**src/rtl/cnn_io_pkg.sv**
```systemverilog
// Shared definitions for the CNN result readback path: controller states and
// the bit positions of the host-visible status word.
`timescale 1ns/1ps
package cnn_io_pkg;

  typedef enum logic [1:0] {
    IDLE   = 2'd0,
    STREAM = 2'd1,
    DONE   = 2'd2
  } rb_state_e;

  // Status word layout returned on reads outside of STREAM.
  localparam int STATUS_DONE_BIT = 31;
  localparam int STATUS_ERR_BIT  = 30;

endpackage

```
**src/rtl/result_fifo.sv**
```systemverilog
// Result word FIFO: power-of-two depth, wrapping pointers, explicit occupancy
// counter so full and empty are unambiguous. Simultaneous push and pop both
// take effect, including on a full FIFO.
`timescale 1ns/1ps
module result_fifo #(
  parameter int DATA_WIDTH      = 32,
  parameter int FIFO_DEPTH      = 16,
  parameter int FIFO_DEPTH_LOG2 = 4
) (
  input  logic                  wb_clk_i,
  input  logic                  wb_rst_i,
  input  logic                  push,
  input  logic [DATA_WIDTH-1:0] push_data,
  input  logic                  pop,
  output logic [DATA_WIDTH-1:0] pop_data,
  output logic                  full,
  output logic                  empty
);

  localparam int OCC_W = FIFO_DEPTH_LOG2 + 1;

  logic [DATA_WIDTH-1:0]      mem [FIFO_DEPTH];
  logic [FIFO_DEPTH_LOG2-1:0] wr_ptr;
  logic [FIFO_DEPTH_LOG2-1:0] rd_ptr;
  logic [OCC_W-1:0]           occupancy;
  logic                       do_push;
  logic                       do_pop;

  assign full     = (occupancy == OCC_W'(FIFO_DEPTH));
  assign empty    = (occupancy == '0);
  assign pop_data = mem[rd_ptr];

  // A push into a full FIFO is only legal when the head leaves in the same cycle.
  assign do_push = push & (~full | pop);
  assign do_pop  = pop & ~empty;

  // Storage write.
  // NOTE: the storage array has no reset; occupancy alone defines which
  // entries are valid, so clearing the data would only cost flops and muxes.
  always_ff @(posedge wb_clk_i) begin
    if (do_push) mem[wr_ptr] <= push_data;
  end

  // Pointers and occupancy; pointers wrap naturally at FIFO_DEPTH.
  // NOTE: sequential state uses non-blocking assignments so every register
  // samples the pre-edge values regardless of statement order.
  always_ff @(posedge wb_clk_i or posedge wb_rst_i) begin
    if (wb_rst_i) begin
      wr_ptr    <= '0;
      rd_ptr    <= '0;
      occupancy <= '0;
    end else begin
      if (do_push) wr_ptr <= wr_ptr + 1'b1;
      if (do_pop)  rd_ptr <= rd_ptr + 1'b1;
      case ({do_push, do_pop})
        2'b10:   occupancy <= occupancy + 1'b1;
        2'b01:   occupancy <= occupancy - 1'b1;
        default: occupancy <= occupancy;
      endcase
    end
  end

endmodule

```
**src/rtl/result_readback.sv**
```systemverilog
// Wishbone slave that lets the host request N CNN result words and then read
// them back one per Wishbone read. Results are buffered in result_fifo; reads
// that find the FIFO empty are held in a wait state until a word arrives.
`timescale 1ns/1ps
module result_readback
  import cnn_io_pkg::*;
#(
  parameter int DATA_WIDTH            = 32,
  parameter int FIFO_DEPTH            = 16,
  parameter int FIFO_DEPTH_LOG2       = 4,
  parameter int MAX_RESULT_COUNT      = 512,
  parameter int MAX_RESULT_COUNT_LOG2 = 9
) (
  input  logic                  wb_clk_i,
  input  logic                  wb_rst_i,
  input  logic                  wbs_cyc_i,
  input  logic                  wbs_stb_i,
  input  logic                  wbs_we_i,
  input  logic [DATA_WIDTH-1:0] wbs_dat_i,
  output logic                  wbs_ack_o,
  output logic [DATA_WIDTH-1:0] wbs_dat_o,
  input  logic [DATA_WIDTH-1:0] result_data_i,
  input  logic                  result_valid_i,
  output logic                  result_ready_o,
  output logic                  readback_done,
  output logic                  count_error
);

  localparam int                CNT_W   = MAX_RESULT_COUNT_LOG2 + 1;
  localparam logic [CNT_W-1:0]  MAX_CNT = CNT_W'(MAX_RESULT_COUNT);

  rb_state_e             state_q, state_d;
  logic [CNT_W-1:0]      count_q;
  logic [CNT_W-1:0]      pushed_q;
  logic [CNT_W-1:0]      read_q;

  logic                  req;
  logic [CNT_W-1:0]      wr_count;
  logic                  count_ok;
  logic                  last_pop;

  logic                  ack_d;
  logic [DATA_WIDTH-1:0] dat_d;
  logic                  load_count;
  logic                  err_set;
  logic                  err_clr;
  logic                  read_inc;

  logic                  fifo_push;
  logic                  fifo_pop;
  logic                  fifo_full;
  logic                  fifo_empty;
  logic [DATA_WIDTH-1:0] fifo_head;
  logic [DATA_WIDTH-1:0] idle_status;
  logic [DATA_WIDTH-1:0] done_status;

  // A request is only new while the previous ack is not being presented.
  assign req      = wbs_cyc_i & wbs_stb_i & ~wbs_ack_o;
  assign wr_count = wbs_dat_i[CNT_W-1:0];
  assign count_ok = (wr_count != '0) && (wr_count <= MAX_CNT);
  assign last_pop = ((read_q + CNT_W'(1)) == count_q);

  result_fifo #(
    .DATA_WIDTH      (DATA_WIDTH),
    .FIFO_DEPTH      (FIFO_DEPTH),
    .FIFO_DEPTH_LOG2 (FIFO_DEPTH_LOG2)
  ) u_fifo (
    .wb_clk_i  (wb_clk_i),
    .wb_rst_i  (wb_rst_i),
    .push      (fifo_push),
    .push_data (result_data_i),
    .pop       (fifo_pop),
    .pop_data  (fifo_head),
    .full      (fifo_full),
    .empty     (fifo_empty)
  );

  // State register.
  always_ff @(posedge wb_clk_i or posedge wb_rst_i) begin
    if (wb_rst_i) state_q <= IDLE;
    else          state_q <= state_d;
  end

  // Next-state and bus transaction decode.
  // NOTE: every combinational output gets a default before the case so no
  // path leaves it unassigned, which would otherwise infer a latch.
  always_comb begin
    state_d    = state_q;
    ack_d      = 1'b0;
    dat_d      = '0;
    fifo_pop   = 1'b0;
    load_count = 1'b0;
    err_set    = 1'b0;
    err_clr    = 1'b0;
    read_inc   = 1'b0;
    case (state_q)
      IDLE, DONE: begin
        if (req) begin
          ack_d = 1'b1;
          if (wbs_we_i) begin
            load_count = 1'b1;
            if (count_ok) begin
              state_d = STREAM;
              err_clr = 1'b1;
            end else begin
              state_d = IDLE;
              err_set = 1'b1;
            end
          end else begin
            dat_d = (state_q == DONE) ? done_status : idle_status;
          end
        end
      end
      STREAM: begin
        if (req) begin
          if (wbs_we_i) begin
            ack_d = 1'b1;
          end else if (!fifo_empty) begin
            // An empty FIFO leaves the request pending: no ack, no stale data.
            fifo_pop = 1'b1;
            ack_d    = 1'b1;
            dat_d    = fifo_head;
            read_inc = 1'b1;
            if (last_pop) state_d = DONE;
          end
        end
      end
      default: state_d = IDLE;
    endcase
  end

  // Moore outputs, CNN-side handshake and status words.
  always_comb begin
    idle_status                  = '0;
    idle_status[STATUS_ERR_BIT]  = count_error;
    done_status                  = '0;
    done_status[STATUS_DONE_BIT] = 1'b1;
    done_status[CNT_W-1:0]       = count_q;
    result_ready_o = (state_q == STREAM) & ~fifo_full & (pushed_q < count_q);
    readback_done  = (state_q == DONE);
    fifo_push      = result_valid_i & result_ready_o;
  end

  // Registered bus response, counters and error flag.
  always_ff @(posedge wb_clk_i or posedge wb_rst_i) begin
    if (wb_rst_i) begin
      wbs_ack_o   <= 1'b0;
      wbs_dat_o   <= '0;
      count_q     <= '0;
      pushed_q    <= '0;
      read_q      <= '0;
      count_error <= 1'b0;
    end else begin
      wbs_ack_o <= ack_d;
      wbs_dat_o <= dat_d;
      if (load_count) begin
        count_q  <= wr_count;
        pushed_q <= '0;
        read_q   <= '0;
      end else begin
        if (fifo_push) pushed_q <= pushed_q + 1'b1;
        if (read_inc)  read_q   <= read_q + 1'b1;
      end
      if (err_set)      count_error <= 1'b1;
      else if (err_clr) count_error <= 1'b0;
    end
  end

endmodule

```
**config.mk**
```make
export PLATFORM = sky130hd
export DESIGN_NAME = result_readback
export DESIGN_NICKNAME = d
export VERILOG_FILES = /design/src/rtl/cnn_io_pkg.sv /design/src/rtl/result_fifo.sv /design/src/rtl/result_readback.sv
export SDC_FILE = /design/constraint.sdc
export NUM_CORES = 1
export LEC_CHECK = 0
export CAP_MARGIN = 0
export CELL_PAD_IN_SITES_DETAIL_PLACEMENT = 0
export CELL_PAD_IN_SITES_GLOBAL_PLACEMENT = 1
export CORE_MARGIN = 5
export CORE_UTILIZATION = 30
export CTS_BUF_LIST = sky130_fd_sc_hd__clkbuf_4
export CTS_CLUSTER_SIZE = 28
export DETAILED_ROUTE_END_ITERATION = 10
export PLACE_DENSITY_LB_ADDON = 0.1
export SYNTH_ARGS = -nofsm -noshare
export SYNTH_HDL_FRONTEND = slang
export SYNTH_SLANG_ARGS = --single-unit
```
**constraint.sdc**
```tcl
create_clock -name wb_clk_i -period 6.7 [get_ports wb_clk_i]
set_input_delay 1.005 -clock wb_clk_i [delete_from_list [all_inputs] [get_ports wb_clk_i]]
set_output_delay 1.005 -clock wb_clk_i [all_outputs]
set_load 0.005 [all_outputs]
```
==> metrics.md <==
| Metric | Value |
|---|---|
| Post-synthesis adder-cell area fraction | 1.21% |
| Most common cell after layout, fill and taps aside | edfxtp_1 |
| Via count | 11900 |
| Hold_ws | 419 ps |
| Syn. warnings | 0 |
| Vias in the first global route | 13100 |
| Top cell type's share of synthesized area | 66.1% |
| CP Cell Sequence | inv_1 > ha_1 > a211o_1 > a21oi_1 > o21ai_0 > a21o_1 > inv_1 > clkdlybuf4s50_1 |
| Residual DRC count | 0 |
| Pwr Density | 379 nW/µm² |
| # Post-CTS Setup Buffers | 0 |
| IO Count | 106 |
| Ranking of synthesized cells by area | edfxtp_1 (66%), mux4_2 (13%), dfrtp_1 (8.5%) |
| Post-synth cell types | 58 |
| CP dominant cell by count | inv_1 |
| Total Routing Usage GR | 14.5% |
| Max VDD drop | 0.193 mV |
| CTS clk-pin slew, worst paths | 60 ps |
| CTS tree | built |
| Via/cell ratio | 4.62 |
| Root Driver | clkbuf_4 |
| Fmax | 235 MHz |
| Place WS | 2100 ps |
| Final worst path period share | 63.5% |
| Sink Count | 591 |
| Clk buf depth | 3 |
| R2R Path End | u_fifo.mem[8][2]$_DFFE_PP_ |
| RSZ-0062 raised after global routing | false |
| Setup crit start kind | flop |
| Mapped Area | 23200 µm² |
| Fin crit period | 4260 ps |
| Row cnt | 102 |
| Synth Flop Type | edfxtp_1 |
| Worst-path fanout max | 9 |
| Final worst slack | 2440 ps |
| Worst hold path class | input pin to async pin |
| Area leader, netlist | edfxtp_1 |
| Clock buffer count from CTS | 164 |
| Compound-Gate Fraction of Synth Area | 3.65% |
| Max-slew violation count | 0 |
| PortBufs | 83 |
| H-tree Lvls | 4 |
| Synthesis-stage register bit count | 591 |
| 1st-iter DRT viols | 624 |
| WL/cell | 23.1 µm |
| PostCTS Resize Cnt | 0 |
| Maxcap violations | 0 |
| Share of layout cells above drive strength 1 | 31.0% |
| Simple-gate share of the synthesized area | 3.52% |
| XOR/XNOR Fraction of Synth Area | 0.979% |
| Latest clock arrival within the worst-skew pair | 980 ps |
| Mapped Avg Cell Area | 20.0 µm² |
| Hold-fix buffers, CTS | 0 |
| Cell family with most CP delay | compound AO/OA/AOI/OAI gates |
| Total power | 10.5 mW |
| Area Overhead vs Synth | 18.7% |
| Post-DRT Antenna Nets | 0 |
| Worst slew margin | 35.0% |
| WL final | 59.2 mm |
| Initial Utilization | 30.1% |
| Post-Syn Nets | 1253 |
| Global placement routability congestion | 0.700 |
| Post-route design area | 27600 µm² |
| Post-Synthesis Cells | 1162 |
| Reg-to-reg setup timing slack | 2620 ps |
| Critical path class | flop to output port |
| Most frequent cells in the layout | edfxtp_1 (512), clkbuf_4 (249), mux4_2 (138) |
| First-pass GRT wire length | 87.1 mm |
| Number of flops mapped to enable cells by yosys | 512 |
| Die W | 288 µm |
| Post-DP HPWL | 31.8 mm |
| Total die area | 83200 µm² |
| Worst-margin pin slew | 975 ps |
| Sequential share of the synthesized area | 74.6% |
| Final Setup Violations | 0 |
| Final Hold Violating Endpoints | 0 |
| Die Y | 288 µm |
| Pin count of the biggest net entering global routing | 60 |
| Mux share of post-synthesis cell area | 14.4% |
| Final nets | 1475 |
| Reg-to-Reg Start | count_q[5]$_DFFE_PP0P_ |
| Critical Path RT | 5690 ps |
| Crit path capture type | output port |
| Status | complete, no violations |
| Post-place instance area | 25500 µm² |
| Core box area | 77200 µm² |
| Worst path bufs/invs | 3 |
| Critical Path Max Stage Delay | 530 ps |
| GRT overflow | 0 |
| CP max stage cell | clkdlybuf4s50_1 |
| Total negative setup slack | 0 ps |
| Initial antenna violation count | 5 |
| Largest family of logic cells by synthesized area | multiplexers |
| Leak | 9.27 nW |
| Post-synth ARST share | 13.4% |
| Worst reg2reg path depth | 10 |
| DR pass1 iterations | 4 |
| Critical path data arrival time | 3250 ps |
| Worst Clk Skew | 88.3 ps |
flip-flops by register name (all words and copies together), names as in the netlist:
name,flops
count_error,1
u_fifo.occupancy,5
wbs_ack_o,1
state_q,2
wbs_dat_o,32
u_fifo.wr_ptr,4
pushed_q,10
count_q,10
u_fifo.mem,512
u_fifo.rd_ptr,4
read_q,10
layout make-up:
class / instances / area (µm²)
inverters: 22 / 85.1
multi-input cells: 488 / 5610
flip-flops and latches: 591 / 17400
fillers: 7364 / 49600
repair buffers: 117 / 1100
well taps: 1040 / 1300
clock buffers: 249 / 1870
diodes: 5 / 12.5
clock inverters: 51 / 248
worst register-to-register path, delay by kind of cell, from the launching register on:
family                     cells  cell delay (ps)
and+or+nand+nor                2             1140
AOI/OAI and AO/OA              4              990
buffers and inverters          3              880
DFF                            1              450
adders and majority gates      1              310
cell usage after synthesis (5+ instances only):
library cell and number:
buf_2 18, a21o_1 5, nor2b_1 23, xor2_1 8, inv_1 21, mux2i_1 25
ha_1 20, a22o_1 10, o31ai_1 5, clkbuf_1 34, dfrtp_1 79, nand2_1 44
o21ai_0 35, xnor2_1 18, a211oi_1 44, mux4_2 138, nand4_1 8, nor3_1 5
edfxtp_1 512, and2_1 7, nor2_1 18, nand3_1 18, a21oi_1 14
cells by family after synthesis:
kind of cell / after synthesis
flops: 591
xor+xnor: 26
fa+ha+maj: 22
buf+inv: 83
simple gates: 152
compound gates: 125
mux: 163
per-layer routing:
metal | global-route usage, % | up-vias | wire (µm) | share of wire [%]
li1 | - | 5313 | - | -
met4 | 4.94 | 6 | 1090 | 1.8
met5 | 0 | - | 51 | 0.086
met3 | 3.76 | 98 | 2720 | 4.6
met2 | 22.7 | 260 | 28000 | 47
met1 | 19.7 | 6176 | 27400 | 46
per-stage QoR:
step | instances | utilization, %
final | 2563 | 35.7
after global routing | 2561 | 35.7
after CTS | 2558 | 35.7
after detailed placement | 2258 | 33.0
after global placement | 2258 | 33.0
after floorplan | 1162 | -
how the worst max path moves through the flow:
stage / slack (ps) / to / cells past startpoint / startpoint
6_report: 2440 / result_ready_o / 8 / count_q[5]$_DFFE_PP0P_
2_1_floorplan: 1140 / u_fifo.mem[3][0]$_DFFE_PP_ / 8 / count_q[5]$_DFFE_PP0P_
4_1_cts: 2220 / result_ready_o / 6 / u_fifo.occupancy[0]$_DFFE_PP0P_
3_3_place_gp: 2070 / u_fifo.occupancy[4]$_DFFE_PP0P_ / 15 / wbs_stb_i
3_5_place_dp: 2100 / u_fifo.occupancy[4]$_DFFE_PP0P_ / 15 / wbs_stb_i
5_1_grt: 2120 / result_ready_o / 6 / u_fifo.occupancy[0]$_DFFE_PP0P_
power breakdown:
group          internal, mW  switching (mW)
clock network          1.71            1.53
logic                  1.21            1.27
registers              4.41           0.341
No activity file was read; power rests on OpenSTA's default activity.
